$ cat src/rtl/gfx_mask_scan.sv
`default_nettype none
// gfx_mask_scan: serialises the set bits of a mask into one index per beat, lowest first.
// Optional back-to-back mask acceptance via GFX_MASK_SCAN_B2B_EN.  Rev 1.0
module gfx_mask_scan #(
   parameter int WIDTH     = 32,
   parameter int TAG_WIDTH = 8
) (
   input  logic                     clk,
   input  logic                     rst,
   input  logic                     in_valid,
   output logic                     in_ready,
   input  logic [WIDTH-1:0]         in_mask,
   input  logic [TAG_WIDTH-1:0]     in_tag,
   output logic                     out_valid,
   input  logic                     out_ready,
   output logic [$clog2(WIDTH)-1:0] out_index,
   output logic                     out_first,
   output logic                     out_last,
   output logic [TAG_WIDTH-1:0]     out_tag
);
   localparam int IW = $clog2(WIDTH);

   typedef enum logic [0:0] {IDLE = 1'b0, SCAN = 1'b1} state_t;

   state_t               state, state_nxt;
   logic [WIDTH-1:0]     rem, rem_nxt, rem_clr;
   logic [TAG_WIDTH-1:0] tag, tag_nxt;
   logic                 first, first_nxt;
   logic                 scan, last, in_hs, out_hs, load;
   logic [IW-1:0]        low_idx;

   assign scan    = (state == SCAN);
   assign rem_clr = rem & (rem - WIDTH'(1));
   assign last    = (rem_clr == '0);

   // Descending walk so the lowest set bit wins.
   always_comb begin
      low_idx = '0;
      for (int i = WIDTH - 1; i >= 0; i--)
         if (rem[i]) low_idx = IW'(i);
   end

   // Outputs read zero outside SCAN so the idle/reset view is clean.
   assign out_valid = scan;
   assign out_index = scan ? low_idx : '0;
   assign out_first = scan & first;
   assign out_last  = scan & last;
   assign out_tag   = scan ? tag : '0;

`ifdef GFX_MASK_SCAN_B2B_EN
   assign in_ready = ~scan | (last & out_ready);
`else
   assign in_ready = ~scan;
`endif

   assign in_hs  = in_valid & in_ready;
   assign out_hs = scan & out_ready;
   assign load   = in_hs & (in_mask != '0);

   // A load coinciding with the final beat overrides the return to IDLE.
   always_comb begin
      state_nxt = state;
      rem_nxt   = rem;
      tag_nxt   = tag;
      first_nxt = first;
      if (out_hs) begin
         rem_nxt   = rem_clr;
         first_nxt = 1'b0;
         if (last) state_nxt = IDLE;
      end
      if (load) begin
         rem_nxt   = in_mask;
         tag_nxt   = in_tag;
         first_nxt = 1'b1;
         state_nxt = SCAN;
      end
   end

   always_ff @(posedge clk) begin
      if (rst) begin
         state <= IDLE;
         rem   <= '0;
         tag   <= '0;
         first <= 1'b0;
      end else begin
         state <= state_nxt;
         rem   <= rem_nxt;
         tag   <= tag_nxt;
         first <= first_nxt;
      end
   end
endmodule
`default_nettype wire

$ cat config.mk
export PLATFORM = sky130hd
export DESIGN_NAME = gfx_mask_scan
export DESIGN_NICKNAME = d
export VERILOG_FILES = /design/src/rtl/gfx_mask_scan.sv
export SDC_FILE = /design/constraint.sdc
export NUM_CORES = 1
export LEC_CHECK = 0
export ABC_AREA = 0
export BUFFER_PORTS_ARGS = -buffer_cell sky130_fd_sc_hd__buf_2
export CORE_ASPECT_RATIO = 1.5
export CORE_MARGIN = 10
export CORE_UTILIZATION = 45
export DETAILED_ROUTE_END_ITERATION = 16
export GPL_ROUTABILITY_DRIVEN = 0
export GPL_TIMING_DRIVEN = 0
export PLACE_DENSITY = 0.81
export SYNTH_ARGS = -nofsm -noshare
export SYNTH_HDL_FRONTEND = slang
export SYNTH_SLANG_ARGS = --single-unit
$ cat constraint.sdc
create_clock -name clk -period 3.5 [get_ports clk]
set_input_delay 0.7 -clock clk [delete_from_list [all_inputs] [get_ports clk]]
set_output_delay 0.7 -clock clk [all_outputs]
set_load 0.005 [all_outputs]
==> reports/metrics.cfg, run 1 <==
[setup_path]
path_buf_inv = 1
critPathArrivalTime_ns = 2.66
timing.rr.start = rem[8]
startpoint_type = flop
crit_family = simple AND/OR/NAND/NOR gates
r2r-end = out_valid
cp-startpoint = rem[8]
critPathCapture = out_last
max_stage_delay_ns = 0.61
rr_worst_depth = 6
reg2reg_slack_ns = 1.05
path_cells = or4_4, or4_4, maj3_2, a211oi_2, nand3_1, nor2_1, buf_2
cp_num_cells = 7
worstPathRequired_ns = 2.80
cp_common_cell = or4_4
endpoint_kind = primary output
cp_slowest_cell = or4_4
criticalPathCategory = flop to primary output
worstPathMaxFanout = 8

[floorplanning]
die-area_um2 = 9190
die_h_um = 113
rows = 33
ios = 61
start_util_pct = 46.8
die_x_um = 81.7
core_area_um2 = 5490

[clocking]
cts_tree = done
cts_root_buf = clkbuf_8
cts_buffers = 5
htree_levels = 2
cts_max_path_buffers = 2
clk_pin_slew_ns = 0.08
clock_sinks = 42
clock_latency_ns = 0.29

[global_route]
grt_use_met1_pct = 19.2
use_met2_pct = 32.0
antenna_found_initial = 0
grt_pass1_vias = 2971
grt_overflow = 0
grtUsageTotal_pct = 18.2
use_met3_pct = 5.11
grt_max_degree = 12
grt.busiest_layer = met2
grt_pass1_wl_um = 13600

[pwr]
power.density_nw_per_um2 = 392
max-vdd-ir-drop_v = 0.000332
p_leak_nw = 1.19

[synth]
synth_edf_count = 0
synth-seq-cells = 42
async_flop_share_pct = 0
synth_area_um2 = 2570
syn_nets = 415
yosysSeqAreaShare_pct = 32.7
syn_area_per_cell_um2 = 6.92
yosys.cell_types.count = 44
ys.flop_type = dfxtp_1
yosysWarnings = 0
synth_cells = 371

[final_layout]
layout-drive-gt1-share_pct = 18.1
stdcell_count = 506
layout_common_cells = buf_2 (60), a21oi_1 (60), nand2_1 (56)
final_core_util_pct = 55.5
antenna_cells = 0
nNetsFinal = 480
area_growth_pct = 18.7

[routing]
drt_iter0_drc = 219
drc = 0
postRouteWirelength_um = 8620
wl_per_cell_um = 17.0
vias = 3052
vias_per_cell = 6.03
ant_nets = 0
drt-pass1-iter-count = 5

[timing]
rsz0062_at_grt = no
slew_viol_final = 0
tns_ns = 0
min_period_ns = 3.36
fmax_mhz = 298
finalHoldViolCount = 0
min_period_over_period_pct = 96.0
fin_worst_skew_ns = 0.00931
relSlewSlack_pct = 44.7
worstMarginPinSlew_ns = 0.823
setup_viol = 0

[outcome]
status = finished clean

[hold_path]
min_path_type = flop to flop
worstHoldStart = tag[7]

[placed_design]
dp.cells = 500
dp_hpwl_um = 6630
io_buffers = 59

[job]
cap_viol_max_count = 0

[sequential cells by signal, indices dropped and copies added (netlist names)]
| name | flops |
|---|---|
| first | 1 |
| out_valid | 1 |
| rem | 32 |
| tag | 8 |
[cell usage after synthesis (all sizes together) (4+ instances only)]
cell type	count	area [um2]
nor4	20	131
nand4	4	25.0
a21oi	60	300
or4	7	67.6
nor2	31	116
buf	4	25.0
and2	14	87.6
nand2	56	210
dfxtp	42	841
o21ai	31	155
o211ai	6	45.0
a31oi	4	25.0
maj3	4	41.3
nor3	13	65.1
nand3	8	40.0
clkbuf	25	93.8
inv	8	30.0
[worst min path at each step]
stage / endpoint / slack, ns / cells after the start
2_1_floorplan: tag[0] / 0.43 / 2
3_3_place_gp: tag[3] / 0.44 / 2
3_5_place_dp: tag[7] / 0.45 / 2
4_1_cts: tag[7] / 0.46 / 2
5_1_grt: tag[3] / 0.48 / 2
6_report: tag[7] / 0.46 / 2
[through the flow]
step / cell area (um2) / setup slack [ns] / total power [W] / hold slack, ns
after floorplan: 2570 / 0.703 / 0.000771 / 0.432
after global placement: 2950 / 0.342 / 0.000878 / 0.437
after detailed placement: 2950 / 0.338 / 0.000886 / 0.446
after CTS: 3030 / 0.00634 / 0.00118 / 0.457
after global routing: 3050 / 0.0113 / 0.00126 / 0.480
final: 3050 / 0.141 / 0.00119 / 0.456
[cell type report]
class / instances / area, um2
Buffer: 27 / 118
Clock buffer: 7 / 76.3
Fill cell: 550 / 2440
Inverter: 8 / 30.0
Multi-Input combinational cell: 292 / 1590
Sequential cell: 42 / 841
Tap cell: 70 / 87.6
Timing Repair Buffer: 60 / 303
[layer usage]
layer	vias up	part of all wire, %
met5	-	0
li1	1470	-
met2	159	50
met3	31	8.9
met4	0	3.9
met1	1392	37
[cells by family (layout without fill, tap and decap cells)]
group                    after synthesis  in the layout  share of synthesized area (%)
flip-flops                            42             42                           32.7
buffers and inverters                 37            102                           5.80
adder cells (fa/ha/maj)                4              4                           1.61
AND/OR/NAND/NOR                      164            164                           31.6
AO/OA/AOI/OAI                        124            124                           28.3
[report_power, final]
part / switching [W] / internal [W] / leakage [nW]
combinational: 0.000209 / 0.000141 / 0.809
clock: 0.000163 / 0.000138 / 0.0383
sequential: 0.0000363 / 0.000507 / 0.345
[worst register-to-register path: cells and delay by family, from the launching register on]
kind | cells | cell delay (ns)
simple gates | 3 | 1.28
flops | 1 | 0.39
compound gates | 2 | 0.34
fa+ha+maj | 1 | 0.33
[repair_timing]
item                       CTS  global route
setup endpoints to repair    0             1
hold buffers                 0             0
resized for setup            0             5
setup buffers                0             1
(Power assumes the default switching activity.)
==> run 2: changes to the inputs <==
Settings changed: ABC_AREA 0 to 1, PLACE_DENSITY 0.81 to 0.8.
==> run 2 against run 1 <==
Against the previous run:
- the flow now finishes with violations (setup timing)
- combinational power increased by 17%
- maximum frequency decreased by 6.7%
- utilization shrank 0.81 points
- synthesized area rose by 4.4%
- synthesized cell count is 17% higher
- wire length down 4.7%
- hold slack gained 0.013 ns
- sequential share of layout area fell by 0.82 points
- sequential cell count unchanged
- first-iteration DRC count is 3.2% higher
- cell area rose by 3.8%
- critical path depth is 15 higher
- critical path type unchanged
- largest cell class unchanged
- highest routed layer unchanged
==> reports/metrics.cfg, run 2 <==
[synth]
synth_edf_count = 0  ; unchanged
synth_top_area_share_pct = 31.4  ; was 32.7%
syn_area_per_cell_um2 = 6.19  ; was 6.92 um2
ys_top_cells_by_area = dfxtp_1 (31%), nand2_1 (13%), nor2_1 (11%)  ; was dfxtp_1 (33%), a21oi_1 (12%), nand2_1 (8.2%)
ys.flop_type = dfxtp_1  ; unchanged
synth_cells = 433  ; was 371
synth-seq-cells = 42  ; unchanged
netlist_top_cells_count = nand2_1 (95), nor2_1 (81), inv_1 (60), dfxtp_1 (42), o21ai_0 (37)  ; was a21oi_1 (60), nand2_1 (56), dfxtp_1 (42), nor2_1 (31), o21ai_0 (31)
yosys.cell_types.count = 34  ; was 44
yosysSeqAreaShare_pct = 31.4  ; was 32.7%
synth_area_um2 = 2680  ; was 2570 um2
synth_area_leader_cell = dfxtp_1  ; unchanged
yosysMostFrequentCell = nand2_1  ; was a21oi_1
async_flop_share_pct = 0  ; unchanged
syn_nets = 477  ; was 415
yosysWarnings = 0  ; unchanged

[placed_design]
dp_hpwl_um = 6420  ; was 6630 um
place_ws_ns = 0.208  ; was 0.338 ns
postPlaceCellArea_um2 = 3070  ; was 2950 um2
io_buffers = 59  ; unchanged

[pwr]
clkPwrFrac_pct = 24.8  ; was 25.2%
internal-power_w = 0.000813  ; was 0.000786 W
sw_frac_of_total_pct = 36.2  ; was 34.2%
p_seq_share_pct = 43.0  ; was 45.5%
power.density_nw_per_um2 = 402  ; was 392 nW/um2
power_w = 0.00127  ; was 0.00119 W
combPwrFrac_pct = 32.1  ; was 29.3%
p_leak_nw = 1.54  ; was 1.19 nW
p_switching_w = 0.000461  ; was 0.000408 W
max-vdd-ir-drop_v = 0.000251  ; was 0.000332 V

[final_layout]
area_growth_pct = 18.1  ; was 18.7%
final_common_cell = nand2_1
top_regs = rem (32), tag (8)  ; unchanged
final_core_util_pct = 54.7  ; was 55.5%
top_register = rem  ; unchanged
nNetsFinal = 544  ; was 480
layout_common_cells = nand2_1 (95), nor2_1 (81), inv_1 (60)  ; was buf_2 (60), a21oi_1 (60), nand2_1 (56)
antenna_cells = 0  ; unchanged
layout-drive-gt1-share_pct = 18.4  ; was 18.1%
largest_register_ffs = 32  ; unchanged
design_area_um2 = 3170  ; was 3050 um2

[timing]
setup_viol = 1  ; was 0
final.setup.worst_slack_ns = -0.100  ; was 0.141 ns
relSlewSlack_pct = 60.9  ; was 44.7%
worstMarginPinSlew_ns = 0.587  ; was 0.823 ns
rsz0062_at_grt = yes  ; was no
fmax_mhz = 278  ; was 298 MHz
min_period_over_period_pct = 103  ; was 96.0%
finalHoldViolCount = 0  ; unchanged
min_period_ns = 3.60  ; was 3.36 ns
tns_ns = -0.100  ; was 0 ns
fin_worst_skew_ns = 0.00634  ; was 0.00931 ns
slew_viol_final = 0  ; unchanged

[job]
cap_viol_max_count = 0  ; unchanged

[setup_path]
criticalPathCategory = flop to primary output  ; unchanged
endpoint_kind = primary output  ; unchanged
worstPathRequired_ns = 2.80  ; about the same
startpoint_type = flop  ; unchanged
critPathArrivalTime_ns = 2.90  ; was 2.66 ns
worstPathMaxFanout = 5  ; was 8

[clocking]
clk_pin_slew_ns = 0.08  ; about the same
htree_levels = 2  ; unchanged
clock_latency_ns = 0.30  ; was 0.29 ns
cts_tree = done  ; unchanged
clock_sinks = 42  ; unchanged
cts_root_buf = clkbuf_8  ; unchanged
cts_buffers = 5  ; unchanged
cts_max_path_buffers = 2  ; unchanged

[global_route]
grtUsageTotal_pct = 16.9  ; was 18.2%
use_met2_pct = 31.9  ; was 32.0%
grt_pass1_vias = 3086  ; was 2,971
grt_max_degree = 12  ; unchanged
grt_use_met1_pct = 16.6  ; was 19.2%
grt_overflow = 0  ; unchanged
antenna_found_initial = 0  ; unchanged
use_met3_pct = 3.99  ; was 5.11%
grt_pass1_wl_um = 13600  ; about the same
grt.busiest_layer = met2  ; unchanged

[floorplanning]
die_h_um = 115  ; was 113 um
die-area_um2 = 9510  ; was 9190 um2
ios = 61  ; unchanged
core_area_um2 = 5790  ; was 5490 um2
start_util_pct = 46.3  ; was 46.8%
rows = 34  ; was 33
die_x_um = 83.0  ; was 81.7 um

[routing]
postRouteWirelength_um = 8210  ; was 8620 um
drt_iter0_drc = 226  ; was 219
ant_nets = 0  ; unchanged
wl_per_cell_um = 14.4  ; was 17.0 um
vias = 3092  ; was 3,052
vias_per_cell = 5.42  ; was 6.03
drt-pass1-iter-count = 5  ; unchanged
drc = 0  ; unchanged

[outcome]
violations = setup timing
status = complete, but fails checks  ; was finished clean

[hold_path]
min_path_type = flop to flop  ; unchanged

[run 2: cell types whose count changed after synthesis, sizes merged, moves of 4 or more]
cell,previous run,this run
a21oi,60,22
a221oi,1,13
and2,14,0
clkbuf,25,13
inv,8,66
maj3,4,0
nand2,56,96
nand4,4,8
nor2,31,89
nor3,13,5
nor4,20,7
o21ai,31,40
or4,7,0
[run 2: cells by family after synthesis]
logic type / after synthesis / synth area share [%]
compound gates: 93 / 21.0
buf+inv: 83 / 11.7
flops: 42 / 31.4
simple gates: 215 / 36.0
[run 2: final timing paths]
kind	startpoint	to	slack (ns)	depth (start not counted)
worst max-delay path	rem[0]	out_last	-0.10	22
worst min-delay path	first	first	0.47	2
worst max register to register	rem[0]	out_valid	0.81	22
worst min register to register	first	first	0.47	2
[run 2: stage by stage]
stage / hold WS, ns / std cells
3_5_place_dp: 0.458 / 564
5_1_grt: 0.493 / 571
2_1_floorplan: 0.446 / 433
3_3_place_gp: 0.455 / 564
4_1_cts: 0.470 / 570
6_report: 0.469 / 571
[run 2: final cells by class]
type / instances / area, um2
inverters: 68 / 260
plain buffers: 15 / 56.3
clock buffers: 6 / 82.6
flip-flops and latches: 42 / 847
well taps: 72 / 90.1
repair buffers: 60 / 303
fillers: 626 / 2620
multi-input cells: 308 / 1530
[run 2: power by group through the flow]
stage	registers [W]	clock network, W	logic, W
2_1_floorplan	0.000549	0	0.000290
6_report	0.000548	0.000316	0.000409
5_1_grt	0.000553	0.000345	0.000467
3_3_place_gp	0.000556	0	0.000399
3_5_place_dp	0.000557	0	0.000404
4_1_cts	0.000546	0.000323	0.000407
[run 2: layer usage]
metal	up-vias	share of wire (%)
li1	1548	-
met1	1407	38
met2	110	53
met3	27	6.1
met4	0	3.4
met5	-	0
[run 2: what timing repair did]
item                                    in CTS  in global routing
hold buffers                                 0                  0
gates resized for setup                      2                  4
endpoints found under the setup margin       1                  2
setup buffers                                0                  1
[run 2: critical path, cell delays in order, from the launching register on]
cell and delay, ns:
dfxtp_2 0.34, nor2_2 0.11, inv_2 0.06, nor2_4 0.10, inv_2 0.05, nor2_4 0.10, inv_4 0.06, nor2_8 0.10
inv_4 0.06, nor2_4 0.07, inv_2 0.05, nor2_4 0.13, nand2_4 0.09, nor2_4 0.11, nand3_4 0.09, nor3_4 0.21
nand3_2 0.11, o21ai_2 0.14, nand4_1 0.09, nor2_1 0.13, nand4_1 0.14, nor2_1 0.11, buf_2 0.12
==> run 3: changes to the inputs <==
Settings changed: ABC_AREA 1 to 0, CORE_UTILIZATION 45 to 54, PLACE_DENSITY 0.8 to 0.92.
==> run 3 against run 2 <==
Against the previous run:
- the run now ends clean
- setup slack improved by 0.21 ns
- critical path depth decreased by 15
- die area down 16%
- wire length grew 6.3%
- non-clock buffer count rose by 9
- maximum frequency is 6.1% higher
- sequential share of layout area rose by 0.93 points
- clock skew increased by 0.00097 ns
==> reports/metrics.cfg, run 3 (synthesis gave the netlist of run 1 again) <==
[final_layout]
final_common_cell = a21oi_1  ; was nand2_1
layout_common_cells = a21oi_1 (60), buf_2 (59), nand2_1 (56)  ; was nand2_1 (95), nor2_1 (81), inv_1 (60)
final_core_util_pct = 66.6  ; was 54.7%
top_regs = rem (32), tag (8)  ; unchanged
top_register = rem  ; unchanged
nNetsFinal = 477  ; was 544
antenna_cells = 0  ; unchanged
layout-drive-gt1-share_pct = 19.4  ; was 18.4%
area_growth_pct = 18.8  ; was 18.1%
largest_register_ffs = 32  ; unchanged

[global_route]
grtUsageTotal_pct = 20.5  ; was 16.9%
grt_pass1_vias = 3056  ; was 3,086
antenna_found_initial = 0  ; unchanged
grt_overflow = 0  ; unchanged
grt_pass1_wl_um = 13700  ; was 13,600 um
grt_max_degree = 12  ; unchanged

[timing]
tns_ns = 0  ; was -0.100 ns
finalHoldViolCount = 0  ; unchanged
worstMarginPinSlew_ns = 0.576  ; was 0.587 ns
fin_worst_skew_ns = 0.00732  ; was 0.00634 ns
min_period_over_period_pct = 96.9  ; was 103%
setup_viol = 0  ; was 1
rsz0062_at_grt = no  ; was yes
fmax_mhz = 295  ; was 278 MHz
slew_viol_final = 0  ; unchanged
relSlewSlack_pct = 61.2  ; was 60.9%
min_period_ns = 3.39  ; was 3.60 ns

[floorplanning]
die-area_um2 = 7970  ; was 9510 um2
ios = 61  ; unchanged
rows = 30  ; was 34
start_util_pct = 56.1  ; was 46.3%
die_x_um = 76.3  ; was 83.0 um
core_area_um2 = 4580  ; was 5790 um2
die_h_um = 104  ; was 115 um

[clocking]
clk_pin_slew_ns = 0.08  ; about the same
cts_buffers = 5  ; unchanged
htree_levels = 2  ; unchanged
cts_max_path_buffers = 2  ; unchanged
cts_root_buf = clkbuf_8  ; unchanged
clock_sinks = 42  ; unchanged
holdBufCountCts = 0  ; unchanged
cts_tree = done  ; unchanged
clock_latency_ns = 0.30  ; about the same

[setup_path]
worstPathRequired_ns = 2.80  ; about the same
startpoint_type = flop  ; unchanged
endpoint_kind = primary output  ; unchanged
critPathArrivalTime_ns = 2.69  ; was 2.90 ns
worstPathMaxFanout = 7  ; was 5
criticalPathCategory = flop to primary output  ; unchanged

[routing]
vias = 3150  ; was 3,092
drt_iter0_drc = 367  ; was 226
wl_per_cell_um = 17.6  ; was 14.4 um
vias_per_cell = 6.35  ; was 5.42
ant_nets = 0  ; unchanged
drt-pass1-iter-count = 5  ; unchanged
drc = 0  ; unchanged
postRouteWirelength_um = 8730  ; was 8210 um

[placed_design]
io_buffers = 59  ; unchanged
dp_hpwl_um = 6560  ; was 6420 um

[pwr]
p_leak_nw = 1.19  ; was 1.54 nW
power.density_nw_per_um2 = 400  ; was 402 nW/um2
max-vdd-ir-drop_v = 0.000300  ; was 0.000251 V

[job]
cap_viol_max_count = 0  ; unchanged

[hold_path]
min_path_type = flop to flop  ; unchanged

[outcome]
status = finished clean  ; was complete, but fails checks

==> run 3: path summary, 6_finish.rpt <==
check                             from   endpoint  slack (ns)  cells after the start
worst max-delay path            rem[9]   out_last        0.11                      7
worst min-delay path            tag[6]     tag[6]        0.45                      2
worst max register to register  rem[9]  out_valid        1.04                      6
worst min register to register  tag[6]     tag[6]        0.45                      2
==> run 3: report_power, final <==
part | switching (W) | internal (W)
clock | 0.000165 | 0.000152
sequential | 0.0000418 | 0.000508
combinational | 0.000209 | 0.000142
==> run 3: worst max-delay path, stage by stage, from the launching register on <==
cell      delay [ns]
dfxtp_1         0.38
or4_4           0.58
or4_4           0.54
maj3_2          0.34
a211oi_2        0.18
nand3_1         0.15
nor2_1          0.11
buf_2           0.12
==> run 3: area by class of cell <==
type | instances | area [um2]
Sequential cell | 42 | 845
Inverter | 8 | 30.0
Multi-Input combinational cell | 292 | 1610
Fill cell | 415 | 1530
Timing Repair Buffer | 60 | 303
Clock buffer | 6 | 82.6
Buffer | 24 | 105
Tap cell | 64 | 80.1
==> run 3: metrics by stage <==
| step | cells | total power, W | area [um2] | hold WS [ns] | worst slack, ns |
|---|---|---|---|---|---|
| 6_report | 496 | 0.00122 | 3050 | 0.452 | 0.108 |
| 5_1_grt | 496 | 0.00128 | 3050 | 0.484 | 0.00704 |
| 4_1_cts | 500 | 0.00119 | 3030 | 0.452 | 0.0725 |
| 3_5_place_dp | 494 | 0.000885 | 2940 | 0.442 | 0.400 |
| 3_3_place_gp | 494 | 0.000873 | 2940 | 0.437 | 0.390 |
| 2_1_floorplan | 371 | 0.000771 | 2570 | 0.432 | 0.703 |
==> run 3: repair_timing <==
item,4_1_cts,5_1_grt
gates resized for setup,0,10
setup endpoints to repair,0,1
setup buffers,0,1
==> run 3: per-layer routing <==
layer | up-vias | track usage, % | routed length [um]
li1 | 1472 | - | -
met1 | 1405 | 20.5 | 3090
met2 | 206 | 36.2 | 4220
met3 | 67 | 4.58 | 783
met4 | 0 | 14.3 | 632
met5 | - | 0 | 0
